File: src/rtl/adder_op_sequencer_pkg.sv
// Shared types and constants for the adder op sequencer.
package adder_op_sequencer_pkg;
  localparam int DEF_WIDTH = 32;
  localparam int CNT_W     = 8;

  typedef enum logic [1:0] {
    S_IDLE   = 2'd0,
    S_SETTLE = 2'd1,
    S_HOLD   = 2'd2
  } state_t;
endpackage

File: src/rtl/adder_op_sequencer_settle_timer.sv
// Settle-window down-counter: loads on accept, counts to zero, flags the capture cycle.
import adder_op_sequencer_pkg::*;

module adder_op_sequencer_settle_timer (
  input  logic             clk,
  input  logic             rst,
  input  logic             load,
  input  logic [CNT_W-1:0] load_val,
  output logic             done
);
  logic [CNT_W-1:0] cnt;

  // Load on accept; otherwise decrement until zero and park there.
  always_ff @(posedge clk) begin
    if (rst)             cnt <= '0;
    else if (load)       cnt <= load_val;
    else if (cnt != '0)  cnt <= cnt - CNT_W'(1);
  end

  // The edge on which cnt==1 is the last cycle of the settle window.
  assign done = (cnt == CNT_W'(1));
endmodule

File: src/rtl/adder_op_sequencer.sv
// Clocked front/back stage around an external ripple add/sub datapath:
// holds operands stable for SETTLE_CYCLES, then captures sum and flags.
import adder_op_sequencer_pkg::*;

module adder_op_sequencer #(
  parameter int WIDTH         = DEF_WIDTH,
  parameter int SETTLE_CYCLES = 8
) (
  input  logic             clk,
  input  logic             rst,
  input  logic             in_valid,
  output logic             in_ready,
  input  logic [WIDTH-1:0] in_a,
  input  logic [WIDTH-1:0] in_b,
  input  logic             in_sub,
  output logic [WIDTH-1:0] add_x,
  output logic [WIDTH-1:0] add_y,
  output logic             add_cin,
  input  logic [WIDTH-1:0] add_s,
  input  logic             add_v,
  output logic             out_valid,
  input  logic             out_ready,
  output logic [WIDTH-1:0] out_sum,
  output logic             out_v,
  output logic             out_z,
  output logic             out_n
);
  generate
    if (SETTLE_CYCLES < 1 || SETTLE_CYCLES > 255) begin : g_bad_settle
      $error("adder_op_sequencer: SETTLE_CYCLES must be in 1..255");
    end
  endgenerate

  state_t state, state_nxt;
  logic   accept, capture, done;

  assign accept  = in_valid & in_ready;
  assign capture = (state == S_SETTLE) & done;

  adder_op_sequencer_settle_timer u_timer (
    .clk      (clk),
    .rst      (rst),
    .load     (accept),
    .load_val (CNT_W'(SETTLE_CYCLES)),
    .done     (done)
  );

  // State register.
  always_ff @(posedge clk) begin
    if (rst) state <= S_IDLE;
    else     state <= state_nxt;
  end

  // Next state and handshake decode; in_ready never looks at in_valid.
  always_comb begin
    state_nxt = state;
    in_ready  = 1'b0;
    out_valid = 1'b0;
    unique case (state)
      S_IDLE: begin
        in_ready = 1'b1;
        if (in_valid) state_nxt = S_SETTLE;
      end
      S_SETTLE: begin
        if (done) state_nxt = S_HOLD;
      end
      S_HOLD: begin
        out_valid = 1'b1;
        in_ready  = out_ready;
        if (out_ready) state_nxt = in_valid ? S_SETTLE : S_IDLE;
      end
      default: state_nxt = S_IDLE;
    endcase
  end

  // Adder operands change only on an accept edge, so they are stable while settling.
  always_ff @(posedge clk) begin
    if (rst) begin
      add_x   <= '0;
      add_y   <= '0;
      add_cin <= 1'b0;
    end else if (accept) begin
      add_x   <= in_a;
      add_y   <= in_b;
      add_cin <= in_sub;
    end
  end

  // Capture sum and derive flags at the end of the settle window; held through HOLD.
  always_ff @(posedge clk) begin
    if (rst) begin
      out_sum <= '0;
      out_v   <= 1'b0;
      out_z   <= 1'b0;
      out_n   <= 1'b0;
    end else if (capture) begin
      out_sum <= add_s;
      out_v   <= add_v;
      out_z   <= (add_s == '0);
      out_n   <= add_s[WIDTH-1];
    end
  end
endmodule
File: config.mk
export PLATFORM = sky130hd
export DESIGN_NAME = adder_op_sequencer
export DESIGN_NICKNAME = d
export VERILOG_FILES = /design/src/rtl/adder_op_sequencer_pkg.sv /design/src/rtl/adder_op_sequencer_settle_timer.sv /design/src/rtl/adder_op_sequencer.sv
export SDC_FILE = /design/constraint.sdc
export NUM_CORES = 1
export LEC_CHECK = 0
export BUFFER_PORTS_ARGS = -buffer_cell sky130_fd_sc_hd__buf_2
export CORE_MARGIN = 2
export CORE_UTILIZATION = 51
export CTS_BUF_LIST = sky130_fd_sc_hd__clkbuf_4 sky130_fd_sc_hd__clkbuf_8
export DETAILED_ROUTE_END_ITERATION = 10
export GPL_TIMING_DRIVEN = 0
export PLACE_DENSITY = 0.88
export SYNTH_ARGS = -nofsm -noshare
export SYNTH_HDL_FRONTEND = slang
export SYNTH_SLANG_ARGS = --single-unit
File: constraint.sdc
create_clock -name clk -period 2.35 [get_ports clk]
set_input_delay 0.3525 -clock clk [delete_from_list [all_inputs] [get_ports clk]]
set_output_delay 0.3525 -clock clk [all_outputs]
set_load 0.02 [all_outputs]
==> results of run 1 <==
==> stage by stage <==
step                      cells  util [%]  hold WS, ns  worst slack [ns]  instance area, µm²
after global routing        782      70.5        0.194             0.458                5420
after detailed placement    766      67.2        0.446             0.489                5170
after floorplan             462         -        0.489             0.796                4030
after CTS                   782      70.5        0.195             0.602                5420
after global placement      766      67.2        0.438             0.584                5170
final                       782      70.5        0.215             0.590                5420
==> cell families (layout without fill, tap and decap cells) <==
logic type | Yosys count | after routing | synth area share (%)
xor gates and xnor gates | 6 | 6 | 1.30
buffers and inverters | 36 | 254 | 5.22
and+or+nand+nor | 202 | 202 | 20.8
AOI/OAI and AO/OA | 73 | 73 | 9.38
DFF | 109 | 109 | 54.2
adders and majority gates | 3 | 3 | 0.932
muxes | 33 | 33 | 8.20
==> cells in the final DEF (no fill, tap or decap) <==
cell type | Yosys | routed
bufinv_16 | 0 | 3
mux2i_1 | 33 | 33
clkbuf_1 | 18 | 18
o211ai_1 | 1 | 1
ha_1 | 3 | 3
buf_12 | 4 | 4
inv_8 | 0 | 1
nor4_4 | 1 | 1
xnor2_1 | 3 | 3
dfxtp_1 | 109 | 109
nor2_1 | 44 | 44
nor3_1 | 4 | 4
nand3b_1 | 1 | 1
a31oi_1 | 1 | 1
and4_4 | 1 | 1
buf_2 | 5 | 207
inv_6 | 0 | 3
nand2_1 | 135 | 135
nor2b_1 | 1 | 1
o21ai_1 | 1 | 1
nor4_1 | 6 | 6
or3_1 | 1 | 1
a2111oi_0 | 1 | 1
nor3b_1 | 1 | 1
clkbuf_8 | 0 | 9
buf_4 | 1 | 1
o211a_1 | 1 | 1
or3b_2 | 1 | 1
nand3_1 | 1 | 1
xor2_1 | 3 | 3
or4_1 | 2 | 2
buf_1 | 3 | 3
nand4_1 | 3 | 3
a21oi_1 | 68 | 68
inv_1 | 5 | 5
==> Yosys cell counts <==
library cell	n
nand2_1	135
dfxtp_1	109
a21oi_1	68
nor2_1	44
mux2i_1	33
clkbuf_1	18
nor4_1	6
buf_2	5
inv_1	5
buf_12	4
nor3_1	4
buf_1	3
ha_1	3
nand4_1	3
xnor2_1	3
xor2_1	3
or4_1	2
a2111oi_0	1
a31oi_1	1
and4_4	1
buf_4	1
nand3_1	1
nand3b_1	1
nor2b_1	1
nor3b_1	1
nor4_4	1
o211a_1	1
o211ai_1	1
o21ai_1	1
or3_1	1
or3b_2	1
==> path summary, 6_finish.rpt <==
path / startpoint / endpoint / slack (ns) / depth (start not counted)
setup / recovery: u_timer.cnt[3] / out_sum[19] / 0.59 / 6
hold reg to reg: add_y[24] / add_y[24] / 0.46 / 2
setup reg to reg: u_timer.cnt[3] / out_sum[19] / 0.59 / 6
hold / removal: in_a[6] / add_x[6] / 0.22 / 3
==> layout make-up <==
class                           count  area [µm²]
Timing Repair Buffer              202        1010
Buffer                             31         191
Sequential cell                   109        2180
Fill cell                         631        2270
Inverter                            5        18.8
Clock inverter                      7         128
Multi-Input combinational cell    317        1640
Clock buffer                        9         124
Tap cell                          102         128
==> worst register-to-register path: cells and delay by family, from the launching register on <==
family	cells	cell delay, ns
buffers and inverters	2	0.29
flip-flops	1	0.37
multiplexers	1	0.21
AND/OR/NAND/NOR	3	0.76
==> state kept, by name, summed over array words and instances, names as in the netlist <==
register / flops
add_y: 32
add_cin: 1
out_z: 1
u_timer.cnt: 8
add_x: 32
out_v: 1
out_sum: 32
state: 2
==> metal layers <==
layer	global-route usage (%)	vias to the layer above
met5	0	-
met4	12.1	0
met1	27.6	1782
li1	-	1946
met2	44.7	160
met3	5.70	24
==> power by group <==
| group | switching [µW] | leakage [µW] | total, µW | internal, µW |
|---|---|---|---|---|
| sequential | 149 | 0.000890 | 2190 | 2040 |
| clock | 652 | 0.000127 | 1380 | 727 |
| combinational | 742 | 0.00151 | 1270 | 526 |
| total | 1540 | 0.00253 | 4840 | 3300 |
==> impl_metrics.toml, run 1 <==
[clock_tree]
ctsHtreeMaxLevel = 3
cts_setup_buffers = 0
cts_buffer_depth = 2
cts_root_buf = "clkbuf_8"
tritoncts = "yes"
cts_made_buffers = 9
cts_hold_buf = 0
cts_sinks = 109
worstSkewPairLatency_ns = 0.36
ctsResizeCount = 0
clkTransAtPathRegs_ns = 0.11

[place]
dp_hpwl_um = 8270
gp_congestion = 0.866
io_buffers = 202

[synth]
synth_fp_nets = 567
synth_area_leaders = "dfxtp_1 (54%), nand2_1 (13%), a21oi_1 (8.4%), mux2i_1 (8.2%), nor2_1 (4.1%)"
syn_area_per_cell_um2 = 8.72
syn_area_um2 = 4030
yosys.area.top_type = "dfxtp_1"
synth_top_area_share_pct = 54.2
synth_seq_cells = 109
yosysWarnings = 0
ys_types = 31
yosysSeqAreaShare_pct = 54.2
syn_inst = 462

[setup_path]
critPathMaxStageDelay_ns = 0.41
endpoint_kind = "register"
required_ns = 2.58
path_cells = "nor4_4 -> and4_4 -> buf_12 -> buf_12 -> mux2i_1 -> nor2_1"
path_class = "register to register"
worst-path-buf-inv = 2
cpMostUsedCell = "buf_12"
crit_arrival_ns = 1.99
cpMaxStageDelayCell = "nor4_4"
critPathMaxFanout = 10
cp-start-kind = "register"
worst_path_dominant_cell_family = "simple AND/OR/NAND/NOR gates"

[global_route]
grt_pass1_wl_um = 17200
first_global_vias = 3875
antenna_found_initial = 0
grt-ovfl-total = 0
grt_usage_pct = 24.9
grt_max_degree = 20

[final_layout]
fin_nets = 780
area_delta_synth_final_pct = 34.5
drive_above_1_share_pct = 34.0
n_antenna_cell = 0

[floorplanning]
start_util_pct = 52.4
rows = 32
dieWidth_um = 92.9
fp.dieArea_um2 = 8620
ios = 204
core_area_um2 = 7690
fp.dieH_um = 92.9

[pwr]
power.total_uw = 4840
p_leak_uw = 0.00253
powerDensity_nw_per_um2 = 893
ir_drop_v = 0.000474

[route]
first_pass_iters = 5
dr_wl_met2_um = 5350
wl_met1_um = 4290
drt-initial-drc-count = 104
postRouteAntennaNets = 0
viasPerCell = 5.00
wire_per_inst_um = 13.7
vias = 3912
wl_met3_um = 794
routed_wl_um = 10700
highest_layer = "met4"
drc_errors = 0

[timing]
fin_crit_sh_pct = 74.9
fin_crit_ns = 1.76
finalSetupTns_ns = 0
finClkSkew_ns = 0.0117
rsz0062_at_grt = "false"
slew_headroom_pct = 61.1
hold_viol_final = 0
setup_viol = 0
drv_slew = 0
max_freq_ghz = 0.568
worstMarginPinSlew_ns = 0.584

[run_status]
status = "completed"

[min_path]
worstHoldPathType = "input pin to register"

[run]
drv_cap = 0
No activity file was read; power rests on OpenSTA's default activity.
==> run 2, diff against run 1 <==
- CORE_UTILIZATION: 51 -> 42
- PLACE_DENSITY: 0.88 -> 0.78
- clock period: 2.35 -> 1.6 ns (I/O delays scaled with it)
==> run 2 against run 1 <==
The flow now finishes with violations (setup timing). Die area grew 20%. Critical path type unchanged. Highest routed layer unchanged. Flip-flop and latch count is the same. Count of clock-buffer cells in the layout grew 2. Register-to-register slack lost 0.60 ns.
==> impl_metrics.toml, run 2 (synthesis gave the netlist of run 1 again) <==
[floorplanning]
dieWidth_um = 102
rows = 35
ios = 204
core_area_um2 = 9280
fp.dieH_um = 102
start_util_pct = 43.4
fp.dieArea_um2 = 10400

[route]
wire_per_inst_um = 13.4
vias = 3863
viasPerCell = 4.75
first_pass_iters = 4
drt-initial-drc-count = 54
routed_wl_um = 10900
postRouteAntennaNets = 0
drc_errors = 0

[run]
drv_cap = 0

[clock_tree]
cts_sinks = 109
cts_root_buf = "clkbuf_8"
worstSkewPairLatency_ns = 0.35
cts_hold_buf = 0
clkTransAtPathRegs_ns = 0.10
cts_buffer_depth = 2
ctsHtreeMaxLevel = 3
tritoncts = "yes"
cts_made_buffers = 9

[global_route]
first_global_vias = 3781
antenna_found_initial = 0
grt_max_degree = 17
grt-ovfl-total = 0
grt_pass1_wl_um = 16700
grt_usage_pct = 20.2

[place]
io_buffers = 202
dp_hpwl_um = 8340
gp_congestion = 0.822
dpl.cell_count = 793
post-place-ws_ns = -0.153

[setup_path]
worst_path_dominant_cell_family = "simple AND/OR/NAND/NOR gates"
endpoint_kind = "register"
path_cells = "nor4_4 -> and4_4 -> buf_12 -> buf_12 -> mux2i_1 -> nor2_1"
cpMostUsedCell = "buf_12"
crit_cells = 6
required_ns = 1.82
cp-start-kind = "register"
r2r_cells = 6
critPathMaxStageDelay_ns = 0.36
cpMaxStageDelayCell = "dfxtp_2"
path_class = "register to register"
worst-path-buf-inv = 2
crit_arrival_ns = 1.82
critPathMaxFanout = 10

[run_status]
violations = "setup timing"
status = "finished with violations"

[pwr]
ir_drop_v = 0.000633
powerDensity_nw_per_um2 = 1280
p_leak_uw = 0.00256

[final_layout]
n_antenna_cell = 0
reg_top3 = "add_x x32, add_y x32, out_sum x32"
final_util_pct = 59.4
area_delta_synth_final_pct = 36.8
final_cell_mix = "buf_2 (208), nand2_1 (135), dfxtp_1 (105), a21oi_1 (68), nor2_1 (44)"
final_cells = 813
drive_above_1_share_pct = 36.3
fin_nets = 785
mostFrequentLayoutCell = "buf_2"

[timing]
drv_slew = 0
hold_viol_final = 0
finalWorstSetupSlack_ns = -0.00511
finClkSkew_ns = 0.0113
finalSetupTns_ns = -0.00511
max_freq_ghz = 0.623
slew_headroom_pct = 59.8
fin_crit_ns = 1.61
setup_viol = 1
worstMarginPinSlew_ns = 0.603
rsz0062_at_grt = "true"
fin_crit_sh_pct = 100

[min_path]
worstHoldPathCells = 3
worstHoldPathType = "input pin to register"
## run 2: cell count changes in the layout (fill, tap and decap cells not counted), sizes merged
| cell | change |
|---|---|
| buf | +5 |
| inv | -4 |
| clkbuf | +2 |
| bufinv | -1 |
| clkinv | +1 |
| clkinvlp | +1 |
## run 2: through the flow
stage	hold slack [ns]	area, µm²	power [µW]
floorplan	0.376	4030	4570
global placement	0.439	5200	5070
detailed placement	0.444	5200	5150
CTS	0.0937	5460	7040
global route	0.0971	5510	7460
finish	0.118	5510	7040
## run 2: cell type report
cell class                 count  area [µm²]
fill                         875        3770
buffer                        30         200
timing repair buffer         208        1070
multi-input combinational    317        1650
tap                          129         161
clock inverter                 4        72.6
inverter                       5        18.8
clock buffer                  11         145
sequential                   109        2190
## run 2: final timing paths
path	start	to	slack (ns)
max	u_timer.cnt[2]	out_sum[25]	-0.005
min	in_a[4]	add_x[4]	0.12
max reg2reg	u_timer.cnt[2]	out_sum[25]	-0.005
min reg2reg	add_y[22]	add_y[22]	0.46
## run 2: power by group
group	total, µW	leakage [µW]	switching [µW]	internal, µW
clock	1810	0.000109	878	933
combinational	2000	0.00156	1130	867
sequential	3230	0.000892	219	3010
total	7040	0.00256	2230	4810
## run 2: repair_timing
item,4_1_cts,5_1_grt
setup buffers,5,0
gates cloned,0,1
setup endpoints to repair,60,85
pin swaps,3,1
endpoints found under the hold margin,0,0
gates resized for setup,5,16
## run 2: layer usage
layer | vias up | global-route usage, % | part of all wire, %
li1 | 1946 | - | -
met1 | 1759 | 23.0 | 41
met2 | 141 | 36.6 | 51
met3 | 17 | 4.86 | 6.3
met4 | 0 | 7.38 | 1.8
met5 | - | 0 | 0
## run 2: worst reg2reg max path, stage by stage, from the launching register on
cell and delay (ns):
dfxtp_2 0.36, nor4_4 0.30, and4_4 0.27, buf_12 0.14
buf_12 0.14, mux2i_1 0.21, nor2_1 0.06
==> run 3, diff against run 2 <==
- CAP_MARGIN: unset -> 20
- RECOVER_POWER: unset -> 25
==> run 3 against run 2 <==
The run still ends with setup timing left. Clock power is essentially flat. Total power is 0.30% lower. Wire length about the same. Maximum frequency hardly changed. Clock skew about the same. Critical endpoint unchanged.
==> impl_metrics.toml, run 3 (synthesis gave the netlist of run 1 again) <==
[run_status]
status = "finished with violations"
violations = "setup timing"

[min_path]
worstHoldEndpoint = "add_y[13]"
worstHoldPathCells = 3
min_from = "in_b[13]"
worstHoldPathType = "input pin to register"

[place]
io_buffers = 202
dpl.cell_count = 793
dp_hpwl_um = 8340
gp_congestion = 0.822
place_area_um2 = 5200

[route]
drc_errors = 0
drt-initial-drc-count = 57
viasPerCell = 4.76
postRouteAntennaNets = 0
vias = 3867
wire_per_inst_um = 13.4
routed_wl_um = 10900
first_pass_iters = 4

[final_layout]
mostFrequentLayoutCell = "buf_2"
fin_area_um2 = 5460
fin_nets = 785
final_cells = 813
drive_above_1_share_pct = 29.8
n_fill_cell = 906
final_util_pct = 58.8
final_cell_mix = "buf_2 (164), nand2_1 (135), dfxtp_1 (105), a21oi_1 (68), clkbuf_1 (59)"
reg_top3 = "add_x x32, add_y x32, out_sum x32"
n_antenna_cell = 0
area_delta_synth_final_pct = 35.5

[timing]
fin_crit_ns = 1.60
finClkSkew_ns = 0.0114
max_freq_ghz = 0.623
setup_viol = 1
rsz0062_at_grt = "true"
fin_crit_sh_pct = 100
worstMarginPinSlew_ns = 0.605
whs_ns = 0.118
slew_headroom_pct = 59.6
finalWorstSetupSlack_ns = -0.00393
hold_viol_final = 0
drv_slew = 0

[setup_path]
endpoint_kind = "register"
cp-start-kind = "register"
critPathMaxFanout = 10
r2r_cells = 6
required_ns = 1.82
crit_arrival_ns = 1.82
rr_endpoint = "out_sum[25]"
path_class = "register to register"
r2r_start = "u_timer.cnt[2]"
reg2reg_setup_slack_ns = -0.004

[global_route]
grt-ovfl-total = 0
first_global_vias = 3781
grt_pass1_wl_um = 16700
grt_max_degree = 17
grt_usage_pct = 20.2
antenna_found_initial = 0

[pwr]
powerDensity_nw_per_um2 = 1290
p_sw_uw = 2230
combPwrFrac_pct = 28.2
power.internal_uw = 4790
p_sw_share_pct = 31.8
ir_drop_v = 0.000631
power.total_uw = 7020
p_leak_uw = 0.00238
p_clk_share_pct = 25.8
seqPwrFrac_pct = 46.1

[floorplanning]
core_area_um2 = 9280
fp.dieH_um = 102
dieWidth_um = 102
fp.dieArea_um2 = 10400
rows = 35
start_util_pct = 43.4
ios = 204

[clock_tree]
worstSkewPairLatency_ns = 0.35
cts_sinks = 109
ctsHtreeMaxLevel = 3
cts_root_buf = "clkbuf_8"
cts_buffer_depth = 2
cts_made_buffers = 9
clkTransAtPathRegs_ns = 0.10
tritoncts = "yes"

[run]
drv_cap = 0
[run 3: worst max path at each step]
| stage | startpoint | end | slack (ns) | cells after the start |
|---|---|---|---|---|
| finish | u_timer.cnt[2] | out_sum[25] | -0.004 | 6 |
| global route | u_timer.cnt[5] | out_sum[25] | -0.10 | 6 |
| CTS | u_timer.cnt[5] | out_sum[20] | -0.02 | 6 |
| detailed placement | rst | out_sum[26] | -0.15 | 4 |
| global placement | add_s[27] | out_z | -0.13 | 5 |
| floorplan | u_timer.cnt[3] | out_sum[10] | 0.05 | 6 |
[run 3: per-stage QoR]
stage / setup TNS, ns / setup slack, ns
after detailed placement: -8.46 / -0.153
after global placement: -5.65 / -0.132
final: -0.00393 / -0.00393
after global routing: -2.36 / -0.102
after CTS: -0.0649 / -0.0244
after floorplan: 0 / 0.0458
[run 3: worst max-delay path: stages (launching register included)]
cell     delay [ns]
dfxtp_2        0.36
nor4_4         0.30
and4_4         0.27
buf_12         0.14
buf_12         0.14
mux2i_1        0.21
nor2_1         0.06
[run 3: repair_timing]
action                                  in CTS  in global routing
gates cloned                                 0                  1
pin swaps                                    3                  1
resized for setup                            5                 16
endpoints found under the setup margin      60                 85
buffers inserted                             5                  0
hold buffers                                 0                  0
[run 3: layer usage]
metal	wire, µm	track usage (%)	up-vias
met4	202	7.38	0
met2	5500	36.6	137
met5	0	0	-
met1	4490	23.0	1766
li1	-	-	1947
met3	679	4.86	17
[run 3: layout make-up]
cell class / instances / area (µm²) / share of cell area (%)
plain buffers: 30 / 200 / 3.67
clock buffers: 11 / 145 / 2.66
clock inverters: 4 / 72.6 / 1.33
inverters: 5 / 18.8 / 0.344
multi-input cells: 317 / 1650 / 30.3
flip-flops and latches: 109 / 2190 / 40.1
well taps: 129 / 161 / 2.96
repair buffers: 208 / 1020 / 18.7
[run 3: power by group through the flow]
stage / registers [µW] / clock network [µW] / logic [µW]
finish: 3230 / 1810 / 1980
global route: 3280 / 1970 / 2200
CTS: 3230 / 1860 / 1950
detailed placement: 3280 / 0 / 1870
global placement: 3260 / 0 / 1810
floorplan: 3480 / 0 / 1090
